`config.mk`:
```
export PLATFORM = sky130hd
export DESIGN_NAME = gate_test_sequencer
export DESIGN_NICKNAME = d
export VERILOG_FILES = /design/src/rtl/gate_tt_pkg.sv /design/src/rtl/settle_counter.sv /design/src/rtl/gate_test_sequencer.sv
export SDC_FILE = /design/constraint.sdc
export NUM_CORES = 1
export LEC_CHECK = 0
export CORE_MARGIN = 10
export CORE_UTILIZATION = 35
export DETAILED_ROUTE_END_ITERATION = 12
export SETUP_SLACK_MARGIN = 0.15
export SYNTH_ARGS = -nofsm -noshare
export SYNTH_HDL_FRONTEND = slang
export SYNTH_SLANG_ARGS = --single-unit
```
`constraint.sdc`:
```
create_clock -name clk -period 1.6 [get_ports clk]
set_clock_uncertainty 0.05 [all_clocks]
set_input_delay 0.32 -clock clk [delete_from_list [all_inputs] [get_ports clk]]
set_output_delay 0.32 -clock clk [all_outputs]
set_load 0.005 [all_outputs]
```
`src/rtl/gate_tt_pkg.sv`:
```
// rtl/gate_tt_pkg.sv - state encodings and truth-table constants for the gate test sequencer
package gate_tt_pkg;

    localparam logic [2:0] ST_IDLE_ENC   = 3'd0;
    localparam logic [2:0] ST_DRIVE_ENC  = 3'd1;
    localparam logic [2:0] ST_SETTLE_ENC = 3'd2;
    localparam logic [2:0] ST_SAMPLE_ENC = 3'd3;
    localparam logic [2:0] ST_DONE_ENC   = 3'd4;

    typedef enum logic [2:0] {
        ST_IDLE   = ST_IDLE_ENC,
        ST_DRIVE  = ST_DRIVE_ENC,
        ST_SETTLE = ST_SETTLE_ENC,
        ST_SAMPLE = ST_SAMPLE_ENC,
        ST_DONE   = ST_DONE_ENC
    } state_t;

    // Bit i is the expected cell output for {a,b} = i.
    localparam logic [3:0] TT_NOR  = 4'b0001;
    localparam logic [3:0] TT_NAND = 4'b0111;
    localparam logic [3:0] TT_AND  = 4'b1000;
    localparam logic [3:0] TT_OR   = 4'b1110;
    localparam logic [3:0] TT_XOR  = 4'b0110;

endpackage

```
`src/rtl/settle_counter.sv`:
```
// rtl/settle_counter.sv - loadable 4-bit down-counter with a zero flag
module settle_counter (
    input  logic       clk,
    input  logic       rst,
    input  logic       i_load,
    input  logic [3:0] i_load_val,
    input  logic       i_dec,
    output logic       o_zero
);

    logic [3:0] r_count;

    always_ff @(posedge clk) begin
        if (rst) begin
            r_count <= 4'd0;
        end else if (i_load) begin
            r_count <= i_load_val;
        end else if (i_dec && (r_count != 4'd0)) begin
            r_count <= r_count - 4'd1;
        end
    end

    assign o_zero = (r_count == 4'd0);

endmodule

```
`src/rtl/gate_test_sequencer.sv`:
```
// rtl/gate_test_sequencer.sv - exhaustive two-input cell test sequencer with truth-table checking
module gate_test_sequencer
    import gate_tt_pkg::*;
#(
    parameter int         SETTLE_CYCLES = 2,
    parameter logic [3:0] TRUTH_TABLE   = TT_NOR
) (
    input  logic       clk,
    input  logic       rst,
    input  logic       start,
    output logic       dut_a,
    output logic       dut_b,
    input  logic       dut_f,
    output logic       busy,
    output logic       done,
    output logic       pass,
    output logic [2:0] err_count,
    output logic [3:0] fail_mask
);

    localparam logic [3:0] SETTLE_LOAD = (SETTLE_CYCLES == 0) ? 4'd0 : 4'(SETTLE_CYCLES - 1);

    state_t     r_state;
    state_t     w_next;
    logic [1:0] r_idx;
    logic       r_a;
    logic       r_b;
    logic       r_done;
    logic       r_pass;
    logic [2:0] r_err;
    logic [3:0] r_mask;
    logic       w_cnt_zero;
    logic       w_mismatch;

    settle_counter u_settle (
        .clk        (clk),
        .rst        (rst),
        .i_load     (r_state == ST_DRIVE),
        .i_load_val (SETTLE_LOAD),
        .i_dec      (r_state == ST_SETTLE),
        .o_zero     (w_cnt_zero)
    );

    // Case-inequality so a floating or unknown cell output counts as a failure.
    assign w_mismatch = (dut_f !== TRUTH_TABLE[r_idx]);

    always_ff @(posedge clk) begin
        if (rst) begin
            r_state <= ST_IDLE;
        end else begin
            r_state <= w_next;
        end
    end

    always_comb begin
        w_next = r_state;
        case (r_state)
            ST_IDLE:   if (start) w_next = ST_DRIVE;
            ST_DRIVE:  w_next = (SETTLE_CYCLES == 0) ? ST_SAMPLE : ST_SETTLE;
            ST_SETTLE: if (w_cnt_zero) w_next = ST_SAMPLE;
            ST_SAMPLE: w_next = (r_idx == 2'd3) ? ST_DONE : ST_DRIVE;
            ST_DONE:   w_next = ST_IDLE;
            default:   w_next = ST_IDLE;
        endcase
    end

    always_ff @(posedge clk) begin
        if (rst) begin
            r_idx  <= 2'd0;
            r_a    <= 1'b0;
            r_b    <= 1'b0;
            r_done <= 1'b0;
            r_pass <= 1'b0;
            r_err  <= 3'd0;
            r_mask <= 4'd0;
        end else begin
            r_done <= (r_state == ST_DONE);
            case (r_state)
                ST_IDLE: begin
                    if (start) begin
                        r_idx  <= 2'd0;
                        r_pass <= 1'b0;
                        r_err  <= 3'd0;
                        r_mask <= 4'd0;
                    end
                end
                ST_DRIVE: begin
                    r_a <= r_idx[1];
                    r_b <= r_idx[0];
                end
                ST_SAMPLE: begin
                    if (w_mismatch) begin
                        r_mask[r_idx] <= 1'b1;
                        r_err         <= r_err + 3'd1;
                    end
                    if (r_idx != 2'd3) begin
                        r_idx <= r_idx + 2'd1;
                    end
                end
                ST_DONE: begin
                    r_pass <= (r_err == 3'd0);
                end
                default: begin
                end
            endcase
        end
    end

    assign dut_a     = r_a;
    assign dut_b     = r_b;
    assign busy      = (r_state == ST_DRIVE) || (r_state == ST_SETTLE) || (r_state == ST_SAMPLE);
    assign done      = r_done;
    assign pass      = r_pass;
    assign err_count = r_err;
    assign fail_mask = r_mask;

endmodule

```
After elaboration in Yosys (flattened, before gate mapping). Index checks and enable logic that the tools add are counted.

Memories: 0. Word-level logic and storage cells: 64. Input bits: 4. Bits in read-only memories: 0. Latch bits: 0. Flip-flop bits (word level): 20. Output and inout port bits: 12. RAM bits: 0.

Multiplexer cells: 21. Divide/modulo/power cells: 0. Order comparisons: 2. Bitwise gates (word level): 1. Eq/ne operators: 11. Reduce and logical (&&, ||, !) cells: 16. Add/subtract/negate cells: 3. Multiply operators: 0. Shift-type cells: 0.

Operators by type and width (count): 3-bit two-way mux (5); 3-bit case mux with 4 select lines (1); 2-bit != test, second input constant (5); 4-bit two-way mux (2); 4-bit case mux with 2 select lines (1); 3-bit by 2-bit == test with 1-bit output, second input constant (2); 3-bit zero test (2); 3-bit case mux with 2 select lines (1); 3-bit AND reduction (2); 2-bit nonzero test (3); 1-bit two-way mux (5); 4-bit zero test (1); 2-bit two-way mux (2); 4-bit bitwise OR (1); 2-bit case mux with 2 select lines (1); 2-bit AND reduction (2); 4-bit nonzero test (1); 4-bit by 1-bit subtractor with 4-bit output, second input constant (1); 3-bit by 1-bit adder with 3-bit output, second input constant (1); 3-bit by 1-bit == test with 1-bit output, second input constant (1); 3-bit == test, second input constant (1); 2-bit by 3-bit less-than comparator with 1-bit output, second input constant (1); 2-bit by 1-bit adder with 2-bit output, second input constant (1); 1-bit binary-select mux with 2-bit select (1); 8 further kinds (10).

Logic depth before layout (Yosys ltp).
Depth in word-level cells: 7. Depth in mapped cells: 6. Mapped depth without buffers: 6.

Modules after synthesis. Synthesis repeated with hierarchy kept, for this count alone.

Cell total of the unflattened synthesis: 116. Area, all modules: 1079.8 sq um.

By module, submodules not included: gate_test_sequencer (cells each 87, instances 1, area an instance 817.0 sq um); settle_counter (cells each 29, instances 1, area an instance 262.8 sq um).

Least setup slack after synthesis. No wires, ideal clock.

Kind: register to register. Start: reg r_state[0]. End: reg r_idx[0]. Arrival: 1403 ps. Library setup time: 128 ps. Required time: 1422 ps. Buffers on the path: 1. Path slack: 19 ps. Period minus slack after synthesis: 1581 ps. Stages on the path, launching flop included: 6. Path through: dfxtp_1 > buf_6 > or4b_4 > mux2_4 > a21oi_2 > nor2_1.

Word-level cells in the longest chain between the ends: 3. Elaborated cells between the ends (all ways): 7. Those cells by class: eq/ne (3); mux (1); reduce/logical (3).

Ends and longest elaborated chain: start, declared (line gate_test_sequencer.sv:23) `state_t r_state;`; start signal, assigned (line gate_test_sequencer.sv:51) `r_state <= w_next;`; 3-bit by 2-bit == test with 1-bit output or 3-bit zero test (tied branches) (line gate_test_sequencer.sv:78) `case (r_state)`; 2-bit != test (no source line) or 2-bit nonzero test (tied branches); 3-bit AND reduction (no source line); end signal, assigned (line gate_test_sequencer.sv:97) `r_idx <= r_idx + 2'd1;`; end, declared (line gate_test_sequencer.sv:25) `logic [1:0] r_idx;`.

Several ways; a longest one is shown, not always the timed one. A chain may end at the register's enable or synchronous reset.

Final worst setup path.
Start: reg r_state[1]. End: reg r_idx[0].

Same word-level chain as after synthesis.

==> impl_metrics.env <==
export IMPL_clockRootBuffer="clkbuf_4"
export IMPL_crit_chain="or4b_4, mux2_4, a21oi_2, nor2_1"
export IMPL_max_stage_delay_ns=0.59
export IMPL_path_clk_slew_ns=0.13
export IMPL_hold_class="register to register"
export IMPL_diodes=0
export IMPL_grt_pass1_vias=901
export IMPL_synth_top_area_cell="dfxtp_1"
export IMPL_holdBufCountCts=0
export IMPL_vdd_drop_max_uv=1050
export IMPL_vias=863
export IMPL_fp_dieH_um=72.8
export IMPL_relSlewSlack_pct=79.6
export IMPL_cts_max_path_buffers=2
export IMPL_p_clk_share_pct=28.8
export IMPL_synth_compound_area_share_pct=13.3
export IMPL_crit_family="simple AND/OR/NAND/NOR gates"
export IMPL_gp_congestion=0.703
export IMPL_drtAntennaViolNets=0
export IMPL_drt_iter0_drc=41
export IMPL_yosys_warnings=0
export IMPL_wirelength_um=2280
export IMPL_grt_antenna_before_repair=0
export IMPL_nets=158
export IMPL_swShare_pct=28.8
export IMPL_maxCapViolCount=0
export IMPL_syn_inst=108
export IMPL_cts_tree="yes"
export IMPL_die_w_um=72.8
export IMPL_finalSetupViolCount=0
export IMPL_status="complete, no violations"
export IMPL_p_int_mw=1.04
export IMPL_ys_seq_elements=20
export IMPL_cts_made_buffers=3
export IMPL_yosysUniqueCellTypes=33
export IMPL_rows=19
export IMPL_syn_to_final_growth_pct=54.5
export IMPL_via_per_inst=4.88
export IMPL_fillerInstances=250
export IMPL_synthAdderAreaFrac_pct=8.96
export IMPL_setup_tns_ns=0
export IMPL_drive_above_1_share_pct=42.5
export IMPL_hpwlAfterDp_um=1650
export IMPL_fin_crit_ns=1.59
export IMPL_powerDensity_mw_per_mm2=966
export IMPL_critPathBufInv=0
export IMPL_dieArea_sq_mm=0.00531
export IMPL_worstPathRequired_ns=1.75
export IMPL_yosys_top_cells_area="dfxtp_1 (41%), ha_1 (9.0%), nor2_1 (6.9%)"
export IMPL_synth_xor_area_share_pct=4.48
export IMPL_worstMarginPinSlew_ns=0.305
export IMPL_start_kind="register"
export IMPL_cts_max_level=1
export IMPL_start_util_pct=36.1
export IMPL_critical_path_class="register to register"
export IMPL_drv_slew=0
export IMPL_crit_slowest_cell="or4b_4"
export IMPL_critPathCaptureType="register"
export IMPL_grt_pass1_wl_um=4040
export IMPL_pin_count=16
export IMPL_final_cell_count_no_fill=177
export IMPL_grt_max_degree=13
export IMPL_combPwrFrac_pct=32.0
export IMPL_synth_seq_area_share_pct=41.0
export IMPL_synth_top_family_by_area="simple AND/OR/NAND/NOR gates"
export IMPL_synth_area_mux_share_pct=3.59
export IMPL_worstPathMaxFanout=5
export IMPL_fmax_mhz=629
export IMPL_synthSimpleGateAreaFrac_pct=22.0
export IMPL_dp_cells=163
export IMPL_hold_violations=0
export IMPL_clock_latency_ns=0.31
export IMPL_synth_avg_cell_area_sq_um=9.05
export IMPL_synth_area_sq_um=977
export IMPL_netlist_area_leader_share_pct=41.0
export IMPL_arrival_ns=1.74
export IMPL_cts_sinks=20
export IMPL_p_seq_share_pct=39.1
export IMPL_synth_nets=119
export IMPL_core_area_sq_mm=0.00271
export IMPL_dr_pass1_iters=4
export IMPL_wire_per_inst_um=12.9
export IMPL_drc_errors=0
export IMPL_timing_final_crit_share_pct=99.3
export IMPL_rsz0062_at_grt="yes"
export IMPL_grt_total_usage_pct=9.26
export IMPL_p_sw_uw=420
export IMPL_grt_overflow=0
export IMPL_leakage_nw=0.659
export IMPL_io_buffers=15
-- path summary, 6_finish.rpt --
path / start / end / slack [ns] / depth (start not counted)
worst max-delay path: r_state[1] / r_idx[0] / 0.01 / 4
worst min-delay path: fail_mask[0] / fail_mask[0] / 0.44 / 2
worst max register to register: r_state[1] / r_idx[0] / 0.01 / 4
worst min register to register: fail_mask[0] / fail_mask[0] / 0.44 / 2
-- final cells by class --
type,instances,area (sq um),share of cell area [%]
clock buffers,3,22.5,1.49
inverters,10,37.5,2.49
well taps,31,38.8,2.57
multi-input cells,74,636,42.1
clock inverters,1,30.0,1.99
flip-flops and latches,20,420,27.8
repair buffers,38,325,21.5
-- synth_stat cells --
master     count
nor4_1         1
or4b_4         1
a211oi_1       1
o21a_1         1
nand4b_1       1
ha_1           7
buf_4          1
and3b_1        1
buf_6          1
o21ai_2        1
a22oi_2        1
nor2_1        18
a21oi_2        1
nor3b_1        1
dfxtp_1       20
nand3b_1       1
buf_2          1
mux2i_1        2
nand2_1        2
a21boi_2       1
clkbuf_1       1
a21oi_1        9
nor3_1         8
inv_1         10
mux2_4         1
nand3_1        2
xnor2_1        5
nor3b_2        2
o311a_1        1
nand2b_1       1
o21ai_0        2
a2111oi_0      1
and3_1         1
-- state kept, by name, summed over array words and instances, names as in the netlist --
signal,count
dut_b,1
u_settle.r_count,4
pass,1
done,1
err_count,3
fail_mask,4
r_idx,2
r_state,3
dut_a,1
-- cell families after synthesis --
kind of cell    Yosys count
compound gates           19
xor+xnor                  5
fa+ha+maj                 7
buf+inv                  14
flops                    20
mux                       3
simple gates             40
-- cells in the final DEF, fill, tap and decap left out, drive strengths merged --
master / n
nor2: 18
bufinv: 1
buf: 23
dfxtp: 20
dlygate4sd2: 13
and3: 1
a22oi: 1
o21ai: 3
nor3b: 3
a211oi: 1
inv: 10
xnor2: 5
o21a: 1
nand2: 2
nor3: 8
mux2: 1
a21boi: 1
nand3: 2
ha: 7
nor4: 1
clkdlybuf4s50: 2
o311a: 1
a2111oi: 1
nand4b: 1
clkbuf: 3
and3b: 1
nand3b: 1
nand2b: 1
a21oi: 10
mux2i: 2
or4b: 1
-- power groups by stage --
| stage | combinational, mW | sequential, mW | clock [mW] |
|---|---|---|---|
| after floorplan | 0.239 | 0.558 | 0 |
| after global placement | 0.342 | 0.568 | 0 |
| after detailed placement | 0.351 | 0.572 | 0 |
| after CTS | 0.357 | 0.564 | 0.436 |
| after global routing | 0.516 | 0.578 | 0.452 |
| final | 0.467 | 0.571 | 0.421 |
-- metal layers --
metal	GRT usage, %	wire (um)	vias to the layer above
li1	-	-	441
met1	10.4	1020	407
met2	15.3	1120	13
met3	4.08	123	2
met4	2.95	18	0
met5	0	0	-
-- through the flow --
| step | worst slack [ns] | power (mW) | area [sq um] | hold slack, ns | utilization (%) |
|---|---|---|---|---|---|
| global route | -0.0508 | 1.55 | 1510 | 0.467 | 55.7 |
| global placement | -0.335 | 0.910 | 1240 | 0.411 | 45.9 |
| finish | 0.0107 | 1.46 | 1510 | 0.439 | 55.7 |
| CTS | 0.0475 | 1.36 | 1340 | 0.436 | 49.3 |
| detailed placement | -0.333 | 0.923 | 1240 | 0.410 | 45.9 |
| floorplan | 0.0271 | 0.796 | 988 | 0.347 | - |
-- repair_timing --
action / CTS / global route
pin swaps: 0 / 13
resized for setup: 26 / 28
setup endpoints to repair: 23 / 15
setup buffers: 4 / 6
-- worst reg2reg max path: stages, from the launching register on --
cell and delay (ns):
dfxtp_4 0.38, or4b_4 0.59, mux2_4 0.30, a21oi_2 0.11
nor2_1 0.05
No activity file was read; power rests on OpenSTA's default activity.
